`src/rtl/solve_controller.sv`:
```
// solve_controller: conditions the board buttons into single-cycle events,
// sequences each solve attempt as clear -> start -> run with a cycle timeout,
// and holds the result, elapsed-cycle, view-mode and cursor status registers.
module solve_controller #(
    parameter int unsigned TIMEOUT_CYCLES = 50_000_000,
    parameter int unsigned CYCLE_W        = 32
) (
    input  logic               clock,
    input  logic               reset,
    input  logic               start_req,
    input  logic               snap_req,
    input  logic               view_req,
    input  logic               grid_done_success,
    input  logic               grid_done_failure,
    input  logic [3:0]         grid_cursor_row,
    input  logic [3:0]         grid_cursor_col,
    output logic               grid_clear,
    output logic               grid_start,
    output logic               busy,
    output logic               done_success,
    output logic               done_failure,
    output logic               done_timeout,
    output logic [CYCLE_W-1:0] cycles,
    output logic [1:0]         view_mode,
    output logic [3:0]         cursor_row,
    output logic [3:0]         cursor_col
);

    typedef enum logic [2:0] {
        S_IDLE,
        S_CLEAR,
        S_START,
        S_RUN,
        S_DONE_OK,
        S_DONE_FAIL,
        S_TIMEOUT
    } state_t;

    localparam logic [CYCLE_W-1:0] LAST_RUN_CYCLE = CYCLE_W'(TIMEOUT_CYCLES - 1);
    localparam logic [CYCLE_W-1:0] TIMEOUT_VALUE  = CYCLE_W'(TIMEOUT_CYCLES);

    // bit 0 = s1, bit 1 = s2, bit 2 = s3
    logic [2:0]         start_sync_q, snap_sync_q, view_sync_q;
    logic               start_rise, snap_rise, view_rise;

    state_t             state_q, state_d;
    logic [CYCLE_W-1:0] cycles_q, cycles_d;
    logic               grid_clear_q, grid_start_q;
    logic [1:0]         view_q, view_d;
    logic [3:0]         row_q, col_q;

    // Three-flop synchronizers on the asynchronous button levels
    always_ff @(posedge clock or posedge reset) begin
        if (reset) begin
            start_sync_q <= '0;
            snap_sync_q  <= '0;
            view_sync_q  <= '0;
        end else begin
            start_sync_q <= {start_sync_q[1:0], start_req};
            snap_sync_q  <= {snap_sync_q[1:0], snap_req};
            view_sync_q  <= {view_sync_q[1:0], view_req};
        end
    end

    assign start_rise = start_sync_q[1] & ~start_sync_q[2];
    assign snap_rise  = snap_sync_q[1]  & ~snap_sync_q[2];
    assign view_rise  = view_sync_q[1]  & ~view_sync_q[2];

    // Attempt sequencing, done checks in priority order and cycle counting
    always_comb begin
        state_d  = state_q;
        cycles_d = cycles_q;
        unique case (state_q)
            S_IDLE, S_DONE_OK, S_DONE_FAIL, S_TIMEOUT: begin
                if (start_rise) state_d = S_CLEAR;
            end
            S_CLEAR: begin
                cycles_d = '0;
                state_d  = S_START;
            end
            S_START: begin
                state_d = S_RUN;
            end
            S_RUN: begin
                if (grid_done_success) begin
                    state_d = S_DONE_OK;
                end else if (grid_done_failure) begin
                    state_d = S_DONE_FAIL;
                end else if (cycles_q == LAST_RUN_CYCLE) begin
                    state_d  = S_TIMEOUT;
                    cycles_d = TIMEOUT_VALUE;
                end else begin
                    cycles_d = cycles_q + CYCLE_W'(1);
                end
            end
            default: state_d = S_IDLE;
        endcase
    end

    // View mode steps 0 -> 1 -> 2 -> 0 on each view event
    always_comb begin
        view_d = view_q;
        if (view_rise) view_d = (view_q == 2'd2) ? 2'd0 : view_q + 2'd1;
    end

    // State, counter, pulse and status registers
    always_ff @(posedge clock or posedge reset) begin
        if (reset) begin
            state_q      <= S_IDLE;
            cycles_q     <= '0;
            grid_clear_q <= 1'b0;
            grid_start_q <= 1'b0;
            view_q       <= '0;
            row_q        <= '0;
            col_q        <= '0;
        end else begin
            state_q      <= state_d;
            cycles_q     <= cycles_d;
            grid_clear_q <= (state_d == S_CLEAR);
            grid_start_q <= (state_d == S_START);
            view_q       <= view_d;
            if (snap_rise) begin
                row_q <= grid_cursor_row;
                col_q <= grid_cursor_col;
            end
        end
    end

    assign grid_clear   = grid_clear_q;
    assign grid_start   = grid_start_q;
    assign busy         = (state_q == S_CLEAR) || (state_q == S_START) || (state_q == S_RUN);
    assign done_success = (state_q == S_DONE_OK);
    assign done_failure = (state_q == S_DONE_FAIL);
    assign done_timeout = (state_q == S_TIMEOUT);
    assign cycles       = cycles_q;
    assign view_mode    = view_q;
    assign cursor_row   = row_q;
    assign cursor_col   = col_q;

endmodule

```
`config.mk`:
```
export PLATFORM = sky130hd
export DESIGN_NAME = solve_controller
export DESIGN_NICKNAME = d
export VERILOG_FILES = /design/src/rtl/solve_controller.sv
export SDC_FILE = /design/constraint.sdc
export NUM_CORES = 1
export LEC_CHECK = 0
export CORE_MARGIN = 2
export CORE_UTILIZATION = 50
export DETAILED_ROUTE_END_ITERATION = 12
export DONT_BUFFER_PORTS = 1
export PLACE_DENSITY = 0.66
export SKIP_LAST_GASP = 1
export SYNTH_ARGS = -nofsm -noshare
export SYNTH_HDL_FRONTEND = slang
export SYNTH_SLANG_ARGS = --single-unit
export TNS_END_PERCENT = 10
```
`constraint.sdc`:
```
create_clock -name clock -period 6 [get_ports clock]
set_clock_uncertainty 0.2 [all_clocks]
set_input_delay 0.3 -clock clock [delete_from_list [all_inputs] [get_ports clock]]
set_output_delay 0.3 -clock clock [all_outputs]
set_load 0.1 [all_outputs]
```
=== Word-level counts from Yosys, hierarchy flattened ===
Cells that the tools add are included.

* Register bits after elaboration: 56
* Input port bits: 15
* Logic and storage cells: 46

* Add/sub/neg operators: 2
* Equality and inequality tests: 12
* Multiplexer cells: 10
* Bitwise logic cells: 6
* Reductions and logical operators: 6

{| class="wikitable"
|+ Operators by type and width
! operator !! count
|-
| 32-bit two-way mux || 3
|-
| 32-bit case mux with 2 select lines || 1
|-
| 32-bit by 1-bit adder with 32-bit output, second input constant || 1
|-
| 32-bit by 26-bit equality test with 1-bit output, second input constant || 1
|-
| 3-bit two-way mux || 4
|-
| 3-bit case mux with 4 select lines || 1
|-
| 3-bit by 2-bit equality test with 1-bit output, second input constant || 3
|-
| 3-bit equality test, second input constant || 3
|-
| 3-bit by 1-bit equality test with 1-bit output, second input constant || 2
|-
| 2-bit != test, second input constant || 2
|-
| 4-bit OR reduction || 1
|-
| 1-bit bitwise AND || 3
|-
| 3-bit zero test || 1
|-
| 1-bit inverter || 3
|-
| 3-bit AND reduction || 1
|-
| 2-bit by 1-bit adder with 2-bit output, second input constant || 1
|-
| 2-bit equality test, second input constant || 1
|-
| 1-bit logical OR || 2
|-
| 2-bit two-way mux || 1
|-
| 2-bit nonzero test || 1
|}

=== Logic depth before layout (Yosys ltp) ===
* Word-level depth: 6
* Depth in mapped cells: 8
* Mapped depth without buffers: 6

=== Least setup slack after synthesis ===
OpenSTA, ideal clock, no wires.

* Path type: reg-to-output
* From: reg state_q[2]
* To: out done_success
* Arrival time: 2.760 ns
* Data required time: 5.500 ns
* Slack: 2.740 ns
* Stages on the path, launching flop included: 3
* Path buffers: 1
* Path through: dfrtp_1 -> clkbuf_1 -> nor3b_1

* Word-level cells in the longest chain between the ends: 1

{| class="wikitable"
|+ RTL lines
! element !! line !! text
|-
| start: declaration || 46 || <nowiki>state_t state_q, state_d;</nowiki>
|-
| start signal: assignment || 117 || <nowiki>state_q <= state_d;</nowiki>
|-
| 3-bit equality test || 132 || <nowiki>assign done_success = (state_q == S_DONE_OK);</nowiki>
|-
| end: declaration || 20 || <nowiki>output logic done_success,</nowiki>
|}

No other way between the ends.

=== Worst setup path in the final report ===
* From: reg cycles_q[1] (netlist: cycles[1])
* To: reg state_q[0]

* Word-level cells in the longest chain between the ends: 5

{| class="wikitable"
|+ RTL lines
! element !! line !! text
|-
| start: declaration || 47 || <nowiki>logic [CYCLE_W-1:0] cycles_q, cycles_d;</nowiki>
|-
| start signal: assignment || 118 || <nowiki>cycles_q <= cycles_d;</nowiki>
|-
| 32-bit by 26-bit equality test with 1-bit output || 89 || <nowiki>end else if (cycles_q == LAST_RUN_CYCLE) begin</nowiki>
|-
| 3-bit two-way mux || 89 ||
|-
| 3-bit two-way mux || 87 || <nowiki>end else if (grid_done_failure) begin</nowiki>
|-
| 3-bit two-way mux || 85 || <nowiki>if (grid_done_success) begin</nowiki>
|-
| 3-bit case mux with 4 select lines || 73 || <nowiki>unique case (state_q)</nowiki>
|-
| named net state_d[0] || 46 ||
|}

The timed path passes the listed nets, and every way through them passes these cells.
A chain may end at the register's enable or synchronous reset.

==> flow_summary.toml <==
[clock_network]
clk_path_buf_depth = 2
path_clk_slew_ps = 100
cts_resized = 0
cts_root_buf = "clkbuf_8"
cts_sinks = 56
cts_setup_buffers = 0
postCtsHoldBufs = 15
cts_tree = "built"
htreeDepth = 2
cts_made_buffers = 5
clock_latency_ps = 310

[sta]
finalCritPeriodShare_pct = 56.9
finalHoldViolCount = 0
slew_headroom_pct = 23.2
timing.hold.ws_ps = 122
period_minus_slack_ps = 3410
finalSetupViolCount = 0
grt_setup_unrepaired = "false"
drv_slew = 0
fin_setup_tns_ps = 0
worst_slew_pin_slew_ps = 1150
fmax_ghz = 0.293

[floorplanning]
start_util_pct = 51.4
rows = 27
die_w_um = 79.0
core_area_sq_um = 5470
die_h_um = 79.0
io_pins = 63
die_area_sq_um = 6250

[detailed_routing]
routed_via_density = 5.84
drt_wl_total_mm = 6.16
first_pass_iters = 4
wl_per_cell_um = 16.9
ant_nets = 0
drcViolationCount = 0
vias = 2125
drt_iter0_markers = 120

[global_route]
antenna_found_initial = 0
grt_overflow = 0
first_global_vias = 2009
grt_pass1_wl_mm = 10.2
grt_usage_pct = 20.8
grt_max_degree = 33

[place]
placed_area_sq_um = 2890
gp_congestion = 0.770
place_inst = 341
place.detailed.hpwl_mm = 4.20
port-buffer-count = 0

[synth]
synth.mux.area_fraction_pct = 3.60
synthSimpleGateAreaFrac_pct = 25.2
async_flop_share_pct = 100
synth_compound_area_share_pct = 13.3
synth_ff_type = "dfrtp_1"
synth_xor_area_share_pct = 4.36
synth_cells = 279
avgSynthCellArea_sq_um = 10.1
synth_cell_types = 48
synth_fp_nets = 295
synthesis.area_sq_um = 2820
yosysSeqAreaShare_pct = 49.8
synth_top_family_by_area = "simple AND/OR/NAND/NOR gates"
ys_ff_latch = 56
synth_edf_count = 0
synth_fa_ha_area_share_pct = 0.444
ys_warn_count = 0

[worst_setup_path]
crit_arrival_ps = 3410
r2r_cells = 7
reg2reg_slack_ps = 2590
r2r-end = "state_q[0]"
required_ps = 6000
path_class = "reg -> reg"
reg2reg_from = "cycles[1]"
endpoint_kind = "flip-flop"
startpoint_type = "flip-flop"
crit_path_max_fanout = 17

[min_path]
worstHoldStart = "grid_done_success"
min_path_type = "in -> reg"
holdPathEnd = "cycles[0]"
worstHoldPathCells = 3

[pwr]
share_comb_of_total_power_pct = 25.1
cellPowerDensity_nw_per_um2 = 355
p_sw_w = 0.000540
swShare_pct = 48.4
cellLeakagePower_nw = 1.33
pwr-share-seq_pct = 55.7
intPower_w = 0.000575
p_clk_share_pct = 19.2
ir_drop_uv = 295

[finish]
syn2layout_area_growth_pct = 11.4
layout_common_cells = "dfrtp_1 (56), nand2_1 (26), nor2_1 (22)"
final_common_cell = "dfrtp_1"
layoutNonFillerInstCount = 364
final_nets = 307
fin_util_pct = 57.3
num_antenna_cells = 0
final_area_sq_um = 3140
drive_above_1_share_pct = 13.7

[flow_run]
drv_cap = 0

[run_status]
outcome = "finished, final reports clean"
## sequential cells by signal (all words and copies together), names as in the netlist
name and cells:
cursor_col 4, view_sync_q 3, grid_start 1, state_q 3, grid_clear 1, snap_sync_q 3, view_mode 2, cycles 32
start_sync_q 3, cursor_row 4
## Yosys cell counts, types with 2 or more instances
cell,n,area share (%)
nand2_1,26,3.5
o21a_1,4,1.1
or4b_1,2,0.71
nor3b_1,3,0.80
inv_1,5,0.67
nor4_4,2,1.5
clkbuf_1,7,0.93
nor2_2,2,0.44
and4_1,4,1.2
nor4_1,4,0.89
o21ai_1,4,0.71
o41ai_1,2,0.62
buf_6,2,0.80
o21ai_0,21,3.7
nand4_1,10,2.2
dfrtp_1,56,50
nor3_2,2,0.71
xnor2_1,7,2.2
a22o_1,7,2.2
nand3_1,14,2.5
nand2b_1,2,0.44
o31ai_1,2,0.53
nor3_1,6,1.1
mux2_2,9,3.6
a31oi_1,5,1.1
and2_1,4,0.89
and3_1,4,0.89
a21o_1,4,1.1
nand3_2,2,0.71
buf_2,5,0.89
a21oi_1,6,1.1
xor2_1,7,2.2
nor2_1,24,3.2
## kinds of logic (layout without fill, tap and decap cells)
family                     Yosys count  in the layout
AOI/OAI and AO/OA                   58             58
and+or+nand+nor                    122            122
adders and majority gates            1              1
muxes                                9              9
buffers and inverters               19             32
DFF                                 56             56
xor gates and xnor gates            14             14
## power groups by stage
stage	Combinational (W)	Sequential, W	Clock, W
CTS	0.000281	0.000621	0.000223
floorplan	0.000244	0.000601	0
detailed placement	0.000267	0.000628	0
finish	0.000279	0.000621	0.000214
global route	0.000302	0.000626	0.000239
global placement	0.000264	0.000626	0
## metrics by stage
step	total power (W)	setup slack, ps
2_1_floorplan	0.000844	2740
3_3_place_gp	0.000891	2780
3_5_place_dp	0.000894	2740
4_1_cts	0.00112	2560
5_1_grt	0.00117	2350
6_report	0.00111	2590
## layout make-up
cell class / instances / area (sq um)
Clock buffer: 5 / 68.8
Inverter: 5 / 18.8
Timing Repair Buffer: 19 / 198
Fill cell: 504 / 2340
Tap cell: 72 / 90.1
Clock inverter: 3 / 27.5
Multi-Input combinational cell: 204 / 1330
Sequential cell: 56 / 1400
## how the worst max path moves through the flow
stage / start / to / slack (ps) / depth (start not counted)
CTS: cycles[1] / state_q[0] / 2560 / 7
global placement: cycles[12] / cycles[26] / 2780 / 5
finish: cycles[1] / state_q[0] / 2590 / 7
floorplan: state_q[2] / done_success / 2740 / 2
detailed placement: cycles[1] / cycles[26] / 2740 / 6
global route: cycles[1] / state_q[0] / 2350 / 7
## worst max-delay path: stages (launching register included)
cell and delay, ps:
dfrtp_1 1000, ha_1 420, nand3_2 110, nor2_1 270, nand4b_2 440, nor2_1 230, o31ai_1 80, dlygate4sd3_1 560
## layer usage
| layer | share of wire, % | track usage, % | vias to the layer above | wire (um) |
|---|---|---|---|---|
| met4 | 1.5 | 6.21 | 0 | 90 |
| met3 | 6.8 | 6.70 | 9 | 422 |
| met1 | 46 | 29.1 | 1014 | 2850 |
| li1 | - | - | 1033 | - |
| met5 | 0 | 0 | - | 0 |
| met2 | 46 | 30.9 | 69 | 2800 |
(Power assumes the default switching activity.)
